--- src/rtl/fir_coef_loader_if.sv ---
`default_nettype none
// ============================================================================
//  Module   : fir_coef_loader_if
//  Purpose  : Bundles the coefficient-loader sample strobe, shadow write port,
//             commit request and active-bank status into one interface.
//  Ports    : master drives ena / wr_en / wr_addr / wr_data / commit
//             (and rd_en / rd_addr when FIR_COEF_READBACK_EN is defined);
//             slave (the loader) drives busy / addr_err / coeff_concat /
//             coef_valid / coef_update (and rd_data with readback).
//  Macro    : FIR_COEF_READBACK_EN adds the shadow readback signals.
//  Revision : 1.0  initial release
// ============================================================================
interface fir_coef_loader_if #(
  parameter int NT       = 16,
  parameter int NCFWIDTH = 16,
  parameter int AW       = 6
);
  logic                   ena;
  logic                   wr_en;
  logic [AW-1:0]          wr_addr;
  logic [NCFWIDTH-1:0]    wr_data;
  logic                   commit;
  logic                   busy;
  logic                   addr_err;
  logic [NT*NCFWIDTH-1:0] coeff_concat;
  logic                   coef_valid;
  logic                   coef_update;
`ifdef FIR_COEF_READBACK_EN
  logic                   rd_en;
  logic [AW-1:0]          rd_addr;
  logic [NCFWIDTH-1:0]    rd_data;

  modport master (
    output ena, wr_en, wr_addr, wr_data, commit, rd_en, rd_addr,
    input  busy, addr_err, coeff_concat, coef_valid, coef_update, rd_data
  );
  modport slave (
    input  ena, wr_en, wr_addr, wr_data, commit, rd_en, rd_addr,
    output busy, addr_err, coeff_concat, coef_valid, coef_update, rd_data
  );
`else
  modport master (
    output ena, wr_en, wr_addr, wr_data, commit,
    input  busy, addr_err, coeff_concat, coef_valid, coef_update
  );
  modport slave (
    input  ena, wr_en, wr_addr, wr_data, commit,
    output busy, addr_err, coeff_concat, coef_valid, coef_update
  );
`endif
endinterface
`default_nettype wire

--- src/rtl/fir_coef_loader.sv ---
`default_nettype none
// ============================================================================
//  Module   : fir_coef_loader
//  Purpose  : Double-buffered FIR coefficient store. Coefficients are written
//             one tap at a time into a shadow bank; a commit copies the whole
//             shadow bank into the active bank atomically, aligned to the FIR
//             sample strobe, so the filter never sees a half-updated set.
//  Ports    : clk         - single clock, rising edge
//             reset       - synchronous, active-high
//             bus (slave) - ena, wr_en/wr_addr/wr_data, commit in;
//                           busy, addr_err, coeff_concat, coef_valid,
//                           coef_update out (rd_* with readback enabled)
//  Macro    : FIR_COEF_READBACK_EN - adds a registered shadow-bank read port.
//  Revision : 1.0  initial release
// ============================================================================
module fir_coef_loader #(
  parameter int NT       = 16,
  parameter int NCFWIDTH = 16,
  parameter int AW       = 6
) (
  input  wire                clk,
  input  wire                reset,
  fir_coef_loader_if.slave   bus
);

  typedef enum logic [1:0] {
    ST_IDLE = 2'd0,
    ST_PEND = 2'd1,
    ST_SWAP = 2'd2
  } state_t;

  // NT widened by one bit so an all-ones wr_addr still compares correctly.
  localparam logic [AW:0] c_nt_ext = (AW+1)'(NT);

  state_t                 state_q,    state_d;
  logic [NCFWIDTH-1:0]    shadow_q [NT];
  logic [NCFWIDTH-1:0]    shadow_d [NT];
  logic [NT*NCFWIDTH-1:0] active_q,   active_d;
  logic                   busy_q,     busy_d;
  logic                   addr_err_q, addr_err_d;
  logic                   valid_q,    valid_d;
  logic                   update_q,   update_d;
`ifdef FIR_COEF_READBACK_EN
  logic [NCFWIDTH-1:0]    rd_data_q,  rd_data_d;
`endif

  logic w_addr_ok;
  assign w_addr_ok = ({1'b0, bus.wr_addr} < c_nt_ext);

  always_comb begin
    state_d    = state_q;
    shadow_d   = shadow_q;
    active_d   = active_q;
    busy_d     = busy_q;
    addr_err_d = addr_err_q;
    valid_d    = valid_q;
    update_d   = 1'b0;

    // Shadow writes are only accepted in IDLE; a write in the same cycle as
    // a commit lands before the copy because the copy happens no earlier
    // than the following cycle.
    if (bus.wr_en && !busy_q) begin
      if (w_addr_ok) begin
        for (int i = 0; i < NT; i++) begin
          if (bus.wr_addr == AW'(i)) begin
            shadow_d[i] = bus.wr_data;
          end
        end
      end else begin
        addr_err_d = 1'b1;
      end
    end

    case (state_q)
      ST_IDLE: begin
        if (bus.commit) begin
          state_d = ST_PEND;
          busy_d  = 1'b1;
        end
      end
      ST_PEND: begin
        // The copy is registered on entry to SWAP, so the new bank and the
        // update pulse are both visible during the SWAP cycle itself.
        if (bus.ena) begin
          state_d  = ST_SWAP;
          update_d = 1'b1;
          valid_d  = 1'b1;
          for (int i = 0; i < NT; i++) begin
            active_d[i*NCFWIDTH +: NCFWIDTH] = shadow_q[i];
          end
        end
      end
      ST_SWAP: begin
        state_d = ST_IDLE;
        busy_d  = 1'b0;
      end
      default: begin
        state_d = ST_IDLE;
        busy_d  = 1'b0;
      end
    endcase
  end

`ifdef FIR_COEF_READBACK_EN
  // Out-of-range addresses match no tap and therefore return zero.
  always_comb begin
    rd_data_d = rd_data_q;
    if (bus.rd_en) begin
      rd_data_d = '0;
      for (int i = 0; i < NT; i++) begin
        if (bus.rd_addr == AW'(i)) begin
          rd_data_d = shadow_q[i];
        end
      end
    end
  end
`endif

  always_ff @(posedge clk) begin
    if (reset) begin
      state_q    <= ST_IDLE;
      for (int i = 0; i < NT; i++) begin
        shadow_q[i] <= '0;
      end
      active_q   <= '0;
      busy_q     <= 1'b0;
      addr_err_q <= 1'b0;
      valid_q    <= 1'b0;
      update_q   <= 1'b0;
`ifdef FIR_COEF_READBACK_EN
      rd_data_q  <= '0;
`endif
    end else begin
      state_q    <= state_d;
      shadow_q   <= shadow_d;
      active_q   <= active_d;
      busy_q     <= busy_d;
      addr_err_q <= addr_err_d;
      valid_q    <= valid_d;
      update_q   <= update_d;
`ifdef FIR_COEF_READBACK_EN
      rd_data_q  <= rd_data_d;
`endif
    end
  end

  assign bus.busy         = busy_q;
  assign bus.addr_err     = addr_err_q;
  assign bus.coeff_concat = active_q;
  assign bus.coef_valid   = valid_q;
  assign bus.coef_update  = update_q;
`ifdef FIR_COEF_READBACK_EN
  assign bus.rd_data      = rd_data_q;
`endif

endmodule
`default_nettype wire

--- src/flat_wrapper.sv ---
// flat-port wrapper written by rule: the top's interface ports become plain ports
module fir_coef_loader_flat 
#(
  parameter int NT       = 16,
  parameter int NCFWIDTH = 16,
  parameter int AW       = 6
)
  (clk, reset, bus_ena, bus_wr_en, bus_wr_addr, bus_wr_data, bus_commit, bus_busy, bus_addr_err, bus_coeff_concat, bus_coef_valid, bus_coef_update);
  fir_coef_loader_if #(.NT(NT), .NCFWIDTH(NCFWIDTH), .AW(AW)) bus_i ();
  input  wire clk;
  input  wire reset;
  input wire logic [$bits(bus_i.ena)-1:0] bus_ena;
  input wire logic [$bits(bus_i.wr_en)-1:0] bus_wr_en;
  input wire logic [$bits(bus_i.wr_addr)-1:0] bus_wr_addr;
  input wire logic [$bits(bus_i.wr_data)-1:0] bus_wr_data;
  input wire logic [$bits(bus_i.commit)-1:0] bus_commit;
  output wire logic [$bits(bus_i.busy)-1:0] bus_busy;
  output wire logic [$bits(bus_i.addr_err)-1:0] bus_addr_err;
  output wire logic [$bits(bus_i.coeff_concat)-1:0] bus_coeff_concat;
  output wire logic [$bits(bus_i.coef_valid)-1:0] bus_coef_valid;
  output wire logic [$bits(bus_i.coef_update)-1:0] bus_coef_update;
  assign bus_i.ena = bus_ena;
  assign bus_i.wr_en = bus_wr_en;
  assign bus_i.wr_addr = bus_wr_addr;
  assign bus_i.wr_data = bus_wr_data;
  assign bus_i.commit = bus_commit;
  assign bus_busy = bus_i.busy;
  assign bus_addr_err = bus_i.addr_err;
  assign bus_coeff_concat = bus_i.coeff_concat;
  assign bus_coef_valid = bus_i.coef_valid;
  assign bus_coef_update = bus_i.coef_update;
  fir_coef_loader #(.NT(NT), .NCFWIDTH(NCFWIDTH), .AW(AW)) u_core (.clk(clk), .reset(reset), .bus(bus_i));
endmodule
--- config.mk ---
export PLATFORM = sky130hd
export DESIGN_NAME = fir_coef_loader_flat
export DESIGN_NICKNAME = d
export VERILOG_FILES = /design/src/rtl/fir_coef_loader_if.sv /design/src/rtl/fir_coef_loader.sv /design/src/flat_wrapper.sv
export SDC_FILE = /design/constraint.sdc
export NUM_CORES = 1
export LEC_CHECK = 0
export CAP_MARGIN = 20
export CORE_ASPECT_RATIO = 0.8
export CORE_MARGIN = 3
export CORE_UTILIZATION = 45
export DETAILED_ROUTE_END_ITERATION = 6
export HOLD_SLACK_MARGIN = 0.05
export PLACE_DENSITY_LB_ADDON = 0.3
export SYNTH_ARGS = -nofsm -noshare
export SYNTH_HDL_FRONTEND = slang
export SYNTH_SLANG_ARGS = --single-unit
--- constraint.sdc ---
create_clock -name clk -period 1.5 [get_ports clk]
set_input_delay 0.15 -clock clk [delete_from_list [all_inputs] [get_ports clk]]
set_output_delay 0.15 -clock clk [all_outputs]
set_load 0.05 [all_outputs]
==> metrics.md <==
| Metric | Value |
|---|---|
| Post-synthesis sequential area ratio | 0.548 |
| Crit path max fanout | 8 |
| Crit end category | flop |
| CTS tree | built |
| Most frequent cells in the layout | 516 x dfxtp_1, 512 x nand2_1, 312 x buf_4, 272 x nand2b_1, 256 x a21oi_1 |
| Root Driver | clkbuf_16 |
| Commonest non-fill, non-tap cell in the layout | dfxtp_1 |
| First-pass DRT Iterations | 6 |
| Min-delay worst type | in -> reg |
| Ys Warns | 0 |
| Hpwl dp | 33500 µm |
| Measured slew at the worst slew-check pin | 339 ps |
| Starting density of the core | 0.461 |
| # port buffers | 286 |
| Top post-synthesis cells by area | dfxtp_1 55%, mux2i_1 14%, nand2_1 10% |
| Initial antenna violation count | 2 |
| Power density over cell area | 1140 nW/µm² |
| CP Launch Type | flop |
| Clk slew on worst S/H paths | 60 ps |
| RSZ-0062 raised after global routing | yes |
| Top-area cell type share of the netlist area | 0.548 |
| Die Area | 44600 µm² |
| Worst Hold Launch | bus_commit |
| Vias per cell | 5.08 |
| TritonCTS Sinks | 518 |
| Power after layout | 0.0280 W |
| First-pass GRT wire length | 81400 µm |
| CP arrival | 1930 ps |
| Max VDD drop | 0.849 mV |
| Grt total ovfl | 0 |
| CTS Buf Count | 51 |
| Tcrit/Tclk final | 0.996 |
| Avg Cell Area, Syn | 9.34 µm² |
| Crit path from | u_core.bus.busy |
| Worst Clk Skew | 8.86 ps |
| Rows | 66 |
| H-tree depth | 2 |
| Syn Inst Count | 2027 |
| Largest stage delay, worst path | 350 ps |
| Relative slew slack | 0.768 |
| Routed length per instance | 18.3 µm |
| Post-Route WL | 52900 µm |
| Static leakage | 10.8 nW |
| Via count | 14700 |
| Total track usage | 0.228 |
| Fin. Hold Viols | 0 |
| RR Startpoint | u_core.bus.busy |
| Post-Layout Cell Count | 2891 |
| Synth Cell Area | 18900 µm² |
| Yosys cell types | 24 |
| Critical path, cell by cell | nor4b_4, buf_6, buf_12, buf_6, nand3_4, buf_12, mux2i_2 |
| FMAX | 669 MHz |
| Fin nets | 2335 |
| Final setup vio count | 0 |
| Dpl cell area | 22500 µm² |
| ANT nets after route | 0 |
| Io pins | 287 |
| CP max stage cell | dfxtp_4 |
| Die H | 189 µm |
| Setup CP Type | reg -> reg |
| Bufs on Longest Clock Path | 3 |
| DRC Markers | 0 |
| FF+latch count, synth | 518 |
| Chip Width | 235 µm |
| Synth-to-Final Area Change | 29.2% |
| Net Count, Synth | 2054 |
| Final RePlAce weighted congestion | 0.756 |
| Core area | 41000 µm² |
| Worst-Skew Late Latency | 560 ps |
| Final instance area | 24500 µm² |
| Status | finished, final reports clean |
| Inst Count DP | 2788 |
| Initial DRC Count | 1167 |
| Fin util | 0.596 |
| Vias in the first global route | 14500 |
| Share of layout cells above drive strength 1 | 0.203 |
| Max-slew violations | 0 |
| Crit path required time | 1940 ps |
| Final hold slack | 210 ps |
| Area leader, netlist | dfxtp_1 |
| Tmin final | 1490 ps |
| Maxcap violations | 0 |
| Pin count of the biggest net entering global routing | 89 |
[timing repair]
item | 4_1_cts | 5_1_grt
pin swaps | 0 | 2
gates resized for setup | 6 | 10
setup buffers | 3 | 2
endpoints found under the hold margin | 12 | 0
endpoints found under the setup margin | 64 | 157
hold buffers | 1 | 0
gates cloned | 2 | 4
[cell families (layout without fill, tap and decap cells)]
group	Yosys count	in the layout	share of synthesized area
buffers and inverters	177	495	0.0410
AOI/OAI and AO/OA	260	260	0.0691
DFF	518	518	0.548
other	0	2	0
and+or+nand+nor	816	816	0.207
muxes	256	256	0.135
[routing by layer]
layer | vias up | routed length [µm] | GRT usage | part of all wire
li1 | 7125 | - | - | -
met1 | 7140 | 23700 | 0.306 | 0.45
met2 | 357 | 25700 | 0.388 | 0.49
met3 | 72 | 2490 | 0.0338 | 0.047
met4 | 0 | 977 | 0.0568 | 0.018
met5 | - | 0 | 0 | 0
[area by class of cell]
cell class | count | area [µm²]
fill | 3466 | 16600
sequential | 518 | 10400
multi-input combinational | 1332 | 7830
timing repair buffer | 402 | 3890
clock buffer | 78 | 1530
tap | 544 | 681
clock inverter | 12 | 139
inverter | 3 | 11.3
antenna | 2 | 5.00
[flip-flops by register name, indices dropped and copies added, names as in the netlist]
name                     count
u_core.bus.busy              1
u_core.state_q               2
u_core.bus.coef_valid        1
u_core.bus.coeff_concat    256
u_core.bus.addr_err          1
u_core.shadow_q            256
u_core.bus.coef_update       1
[power by group]
group / internal (W) / switching, W / leakage [nW] / total, W
clock: 0.00751 / 0.00520 / 0.827 / 0.0127
sequential: 0.0138 / 0.0000252 / 4.17 / 0.0138
combinational: 0.000582 / 0.000887 / 5.77 / 0.00147
[Yosys cell counts, drive strengths merged]
cell,n
o211ai,1
nand3b,1
buf,29
inv,3
dfxtp,518
nor3,1
and3b,1
nor2,7
a2111oi,1
and4,1
nand3,9
nand2,512
nor2b,4
nand2b,272
nor4b,1
clkbuf,145
and2,1
a21oi,258
nand4,6
mux2i,256
[worst paths after layout]
path                            depth (start not counted)                      endpoint  slack (ps)
worst max-delay path                                    7          u_core.shadow_q[103]           6
worst max register to register                          7          u_core.shadow_q[103]           6
worst min register to register                          2  u_core.bus.coeff_concat[163]         450
worst min-delay path                                    3             u_core.state_q[0]         210
[stage by stage]
step	TNS [ps]	setup slack [ps]
floorplan	-31070	-212
detailed placement	-92730	-429
finish	0	5.69
global route	-4330	-85.8
CTS	-358	-21.5
global placement	-90910	-424
[worst max-delay path, delay by kind of cell (launching register included)]
family                 cells  cell delay (ps)
buffers and inverters      4              560
AND/OR/NAND/NOR            2              300
flip-flops                 1              350
multiplexers               1              140
Note: power is estimated with default switching activity, not from simulation.
